<file path="src/rtl/awg_cmd_parser.sv">
// Framed UART command parser: SYNC, CMD, payload, CHK -> atomic commit of the waveform configuration.
// Define AWG_CMD_ACK_EN to add an ACK/NAK response channel (tx_data/tx_valid/tx_ready).
module awg_cmd_parser #(
    parameter int          TIMEOUT_CYCLES = 100000,
    parameter logic [7:0]  SYNC_BYTE      = 8'hA5
) (
    input  logic        clk,
    input  logic        rst,
    input  logic [7:0]  rx_data,
    input  logic        rx_valid,
    output logic [1:0]  waveform_type,
    output logic [15:0] frequency,
    output logic [9:0]  amplitude,
    output logic [9:0]  dc_offset,
    output logic        cfg_update,
    output logic        err_chk,
    output logic        err_cmd,
    output logic        err_timeout,
`ifdef AWG_CMD_ACK_EN
    output logic [7:0]  tx_data,
    output logic        tx_valid,
    input  logic        tx_ready,
`endif
    output logic        busy
);

    typedef enum logic [1:0] {IDLE, CMD, PAYLOAD, CHECK} state_t;

    localparam int             TW   = $clog2(TIMEOUT_CYCLES + 1);
    localparam logic [TW-1:0]  TMAX = TW'(TIMEOUT_CYCLES - 1);

    state_t        state;
    logic [7:0]    code;
    logic [2:0]    cnt;
    logic [7:0]    sum;
    logic [49:0]   staging;
    logic [TW-1:0] tmr;
    logic [2:0]    cmd_len;
    logic          cmd_known;

    function automatic logic [9:0] sat10(input logic [15:0] v);
        return (|v[15:10]) ? 10'h3FF : v[9:0];
    endfunction

    function automatic logic [15:0] freq_fix(input logic [15:0] v);
        return (v == 16'h0000) ? 16'h0001 : v;
    endfunction

    always_comb begin
        cmd_len   = 3'd0;
        cmd_known = 1'b0;
        case (rx_data)
            8'h01: begin cmd_len = 3'd1; cmd_known = 1'b1; end
            8'h02, 8'h03, 8'h04: begin cmd_len = 3'd2; cmd_known = 1'b1; end
            8'h0F: begin cmd_len = 3'd7; cmd_known = 1'b1; end
            default: ;
        endcase
    end

    assign busy = (state != IDLE);

    // Staging only reaches the outputs from CHECK, so partial or timed-out frames never disturb them.
    always_ff @(posedge clk or posedge rst) begin
        if (rst) begin
            state         <= IDLE;
            code          <= 8'h00;
            cnt           <= 3'd0;
            sum           <= 8'h00;
            staging       <= '0;
            tmr           <= '0;
            waveform_type <= 2'd0;
            frequency     <= 16'h0001;
            amplitude     <= 10'h3FF;
            dc_offset     <= 10'h200;
            cfg_update    <= 1'b0;
            err_chk       <= 1'b0;
            err_cmd       <= 1'b0;
            err_timeout   <= 1'b0;
`ifdef AWG_CMD_ACK_EN
            tx_data       <= 8'h00;
            tx_valid      <= 1'b0;
`endif
        end else begin
            cfg_update  <= 1'b0;
            err_chk     <= 1'b0;
            err_cmd     <= 1'b0;
            err_timeout <= 1'b0;
`ifdef AWG_CMD_ACK_EN
            if (tx_valid && tx_ready)
                tx_valid <= 1'b0;
`endif
            if (rx_valid || state == IDLE)
                tmr <= '0;
            else
                tmr <= tmr + 1'b1;

            if (rx_valid) begin
                case (state)
                    IDLE: begin
                        if (rx_data == SYNC_BYTE)
                            state <= CMD;
                    end
                    CMD: begin
                        if (cmd_known) begin
                            code    <= rx_data;
                            cnt     <= cmd_len;
                            sum     <= rx_data;
                            staging <= '0;
                            state   <= PAYLOAD;
                        end else begin
                            err_cmd <= 1'b1;
                            state   <= IDLE;
`ifdef AWG_CMD_ACK_EN
                            tx_data  <= 8'h15;
                            tx_valid <= 1'b1;
`endif
                        end
                    end
                    PAYLOAD: begin
                        staging <= {staging[41:0], rx_data};
                        sum     <= sum + rx_data;
                        cnt     <= cnt - 3'd1;
                        if (cnt == 3'd1)
                            state <= CHECK;
                    end
                    CHECK: begin
                        state <= IDLE;
                        if (rx_data == sum) begin
                            cfg_update <= 1'b1;
                            case (code)
                                8'h01: waveform_type <= staging[1:0];
                                8'h02: frequency     <= freq_fix(staging[15:0]);
                                8'h03: amplitude     <= sat10(staging[15:0]);
                                8'h04: dc_offset     <= sat10(staging[15:0]);
                                8'h0F: begin
                                    waveform_type <= staging[49:48];
                                    frequency     <= freq_fix(staging[47:32]);
                                    amplitude     <= sat10(staging[31:16]);
                                    dc_offset     <= sat10(staging[15:0]);
                                end
                                default: ;
                            endcase
`ifdef AWG_CMD_ACK_EN
                            tx_data  <= 8'h06;
                            tx_valid <= 1'b1;
`endif
                        end else begin
                            err_chk <= 1'b1;
`ifdef AWG_CMD_ACK_EN
                            tx_data  <= 8'h15;
                            tx_valid <= 1'b1;
`endif
                        end
                    end
                    default: state <= IDLE;
                endcase
            end else if (state != IDLE && tmr == TMAX) begin
                // A byte arriving on the expiry cycle takes the branch above instead.
                err_timeout <= 1'b1;
                state       <= IDLE;
                staging     <= '0;
            end
        end
    end

endmodule

</file>
<file path="config.mk">
export PLATFORM = sky130hd
export DESIGN_NAME = awg_cmd_parser
export DESIGN_NICKNAME = d
export VERILOG_FILES = /design/src/rtl/awg_cmd_parser.sv
export SDC_FILE = /design/constraint.sdc
export NUM_CORES = 1
export LEC_CHECK = 0
export ABC_AREA = 1
export BUFFER_PORTS_ARGS = -buffer_cell sky130_fd_sc_hd__buf_2
export CORE_MARGIN = 2
export CORE_UTILIZATION = 40
export CTS_BUF_LIST = sky130_fd_sc_hd__clkbuf_4 sky130_fd_sc_hd__clkbuf_8
export CTS_CLUSTER_DIAMETER = 100
export CTS_CLUSTER_SIZE = 20
export DETAILED_ROUTE_END_ITERATION = 12
export GPL_TIMING_DRIVEN = 1
export PLACE_DENSITY = 0.69
export SKIP_LAST_GASP = 1
export SYNTH_ARGS = -nofsm -noshare
export SYNTH_HDL_FRONTEND = slang
export SYNTH_SLANG_ARGS = --single-unit
</file>
<file path="constraint.sdc">
create_clock -name clk -period 5.5 [get_ports clk]
set_input_delay 1.1 -clock clk [delete_from_list [all_inputs] [get_ports clk]]
set_output_delay 1.1 -clock clk [all_outputs]
set_load 0.01 [all_outputs]
</file>
==> flow_summary.json <==
{
  "netlist-cell-type-count": 37,
  "worst_setup_path_end_kind": "register",
  "die_x_um": 135.2,
  "cp.arrival_ps": 3210,
  "slew_violations": 0,
  "wl_per_cell_um": 14.45,
  "seq_area_frac_synth_pct": 47.49,
  "clkLatencyLatePin_ps": 450,
  "synth_top_area_share_pct": 42.91,
  "start_kind": "register",
  "grt_max_degree": 71,
  "cts_resized": 0,
  "synth_largest_area_cell": "dfrtp_1",
  "nets": 951,
  "setup-violations-final": 0,
  "clock-sinks": 130,
  "rsz0062_at_grt": "false",
  "cp_cell_sequence": "inv_2, nor2_4, inv_2, nor2_4, buf_4, inv_2, nand2_4, nand2_1, nand2_1",
  "cts_tree": "yes",
  "synthToLayoutAreaGrowth_pct": 10.98,
  "hold_viol": 0,
  "clk_pin_slew_ps": 70,
  "first_iter_violations": 525,
  "timing.fmax_mhz": 353.7,
  "hp-class": "reg -> reg",
  "worst-r2r-setup-slack_ps": 2670,
  "synth_most_common_cell": "nand2_1",
  "h-tree-depth": 4,
  "power_density_nw_per_um2": 409.1,
  "cts_hold_buffers": 0,
  "syn_area_per_cell_um2": 7.741,
  "grt_pass1_vias": 5907,
  "vias_per_cell": 5.157,
  "n_fill_cell": 1689,
  "worstMarginPinSlew_ps": 1137,
  "holdWs_ps": 466.0,
  "clock_path_buffers": 2,
  "status": "completed",
  "die_y_um": 135.2,
  "grt-ovfl-total": 0,
  "dp_hpwl_um": 11640,
  "critPathMaxStageDelay_ps": 580,
  "finalSetupTns_ps": 0,
  "min_period_over_period_pct": 51.40,
  "antenna_found_initial": 0,
  "ant_nets": 0,
  "netlist_area_um2": 6882,
  "critPathKind": "reg -> reg",
  "diodes": 0,
  "ys_warn_count": 0,
  "core_area_um2": 16700,
  "ys_ff_latch": 130,
  "gp_congestion": 0.8844,
  "syn_nets": 911,
  "grt_pass1_wl_um": 28610,
  "die-area_um2": 18270,
  "portBuffers": 53,
  "slowest_stage": "inv_2",
  "ys_top_cells_by_area": "dfrtp_1 (43%), nand2_1 (18%), nand4_1 (5.3%), nor2_1 (4.6%), dfstp_2 (4.6%)",
  "initial_utilization_pct": 41.20,
  "drv_cap": 0,
  "relSlewSlack_pct": 24.09,
  "numCtsBuffers": 17,
  "drc": 0,
  "wl_um": 16790,
  "track_usage_pct": 19.58,
  "drt-pass1-iter-count": 5,
  "crit_fanout": 62,
  "drive_gt1_share_pct": 14.86,
  "synth-edff-count": 0,
  "fp-row-count": 47,
  "synth_common_cells": "nand2_1 (327), dfrtp_1 (118), nor2_1 (85), inv_1 (73), nand3_1 (61)",
  "period_minus_slack_ps": 2827,
  "required_ps": 5890,
  "clockRootBuffer": "clkbuf_8",
  "synth_cells": 889,
  "io_pins": 54,
  "vias": 5992,
  "crit_path_frequent_cell": "inv_2",
  "async_flop_share_pct": 100.0,
  "p_leak_nw": 3.942,
  "fin_skew_ps": 11.13,
  "yosys_most_used_dff": "dfrtp_1",
  "cts_setup_buffers": 0,
  "peakVddDrop_v": 0.0001910
}
[per-layer routing]
layer | global-route usage (%) | up-vias | wire (µm)
met5 | 0 | - | 0
met4 | 6.713 | 0 | 405
met3 | 4.153 | 38 | 862
met2 | 31.50 | 167 | 7991
met1 | 26.40 | 2847 | 7527
li1 | - | 2940 | -
[metrics by stage]
stage | power, mW | util [%] | cells | setup slack [ps] | instance area (µm²)
after CTS | 3.140 | 45.73 | 1162 | 2734 | 7637
after floorplan | 1.985 | - | 889 | 950.5 | 6882
after global placement | 2.221 | 43.15 | 1130 | 2338 | 7207
final | 3.125 | 45.73 | 1162 | 2673 | 7637
after global routing | 3.358 | 45.73 | 1162 | 2438 | 7637
after detailed placement | 2.244 | 43.15 | 1130 | 2300 | 7207
[report_power, final]
part	leakage (nW)	internal (mW)	switching (mW)
logic	2.01	0.305	0.561
clock network	0.220	0.516	0.373
registers	1.71	1.15	0.222
[critical path, delay by kind of cell (launching register included)]
| kind | cells | cell delay (ps) |
|---|---|---|
| flops | 1 | 470 |
| simple gates | 5 | 940 |
| buf+inv | 4 | 1330 |
[final timing paths]
| kind | start | end | cells past startpoint |
|---|---|---|---|
| worst max-delay path | state[1] | state[1] | 9 |
| worst min-delay path | amplitude[6] | amplitude[6] | 2 |
| worst max register to register | state[1] | state[1] | 9 |
| worst min register to register | amplitude[6] | amplitude[6] | 2 |
| max in group asynchronous | rst | staging[4] | 3 |
| min in group asynchronous | rst | frequency[1] | 2 |
[layout by cell type, fill, tap and decap left out, types with 2 or more instances in the layout]
cell	instances
nor2_4	4
nand2_1	327
dfrtp_1	118
nor3_4	2
clkbuf_8	18
buf_4	5
nand3_4	2
nand2_4	2
o21ai_0	25
inv_1	72
clkinvlp_4	2
a21boi_0	2
nor2_1	85
clkbuf_4	3
nor3_1	9
a21oi_1	15
o21ai_2	10
nand2_2	4
clkinv_2	6
nor2_2	4
nand3b_1	5
nor4_1	2
ha_1	10
bufinv_16	4
buf_2	53
dfstp_2	12
nand4_1	58
inv_2	6
xor2_1	6
nand3_1	61
[kinds of logic (layout without fill, tap and decap cells)]
family | count (synthesis) | in the layout | synth area share (%)
AND/OR/NAND/NOR | 567 | 567 | 36.44
flip-flops | 130 | 130 | 47.49
buffers and inverters | 118 | 171 | 8.145
AO/OA/AOI/OAI | 55 | 55 | 4.691
adder cells (fa/ha/maj) | 11 | 11 | 2.109
XOR/XNOR | 8 | 8 | 1.127
[area by class of cell]
class / count / area, µm² / share of cell area [%]
Sequential cell: 130 / 3268 / 42.79
Inverter: 81 / 307.8 / 4.030
Tap cell: 220 / 275.3 / 3.604
Timing Repair Buffer: 58 / 302.8 / 3.965
Multi-Input combinational cell: 641 / 3053 / 39.97
Clock buffer: 21 / 270.3 / 3.539
Clock inverter: 11 / 160.2 / 2.097
[registers in the layout, indices dropped and copies added, names as in the netlist, 2 cells and up]
register,cells
waveform_type,2
sum,8
tmr,17
staging,50
cnt,3
dc_offset,10
state,2
frequency,16
code,8
amplitude,10
No activity file was read; power rests on OpenSTA's default activity.
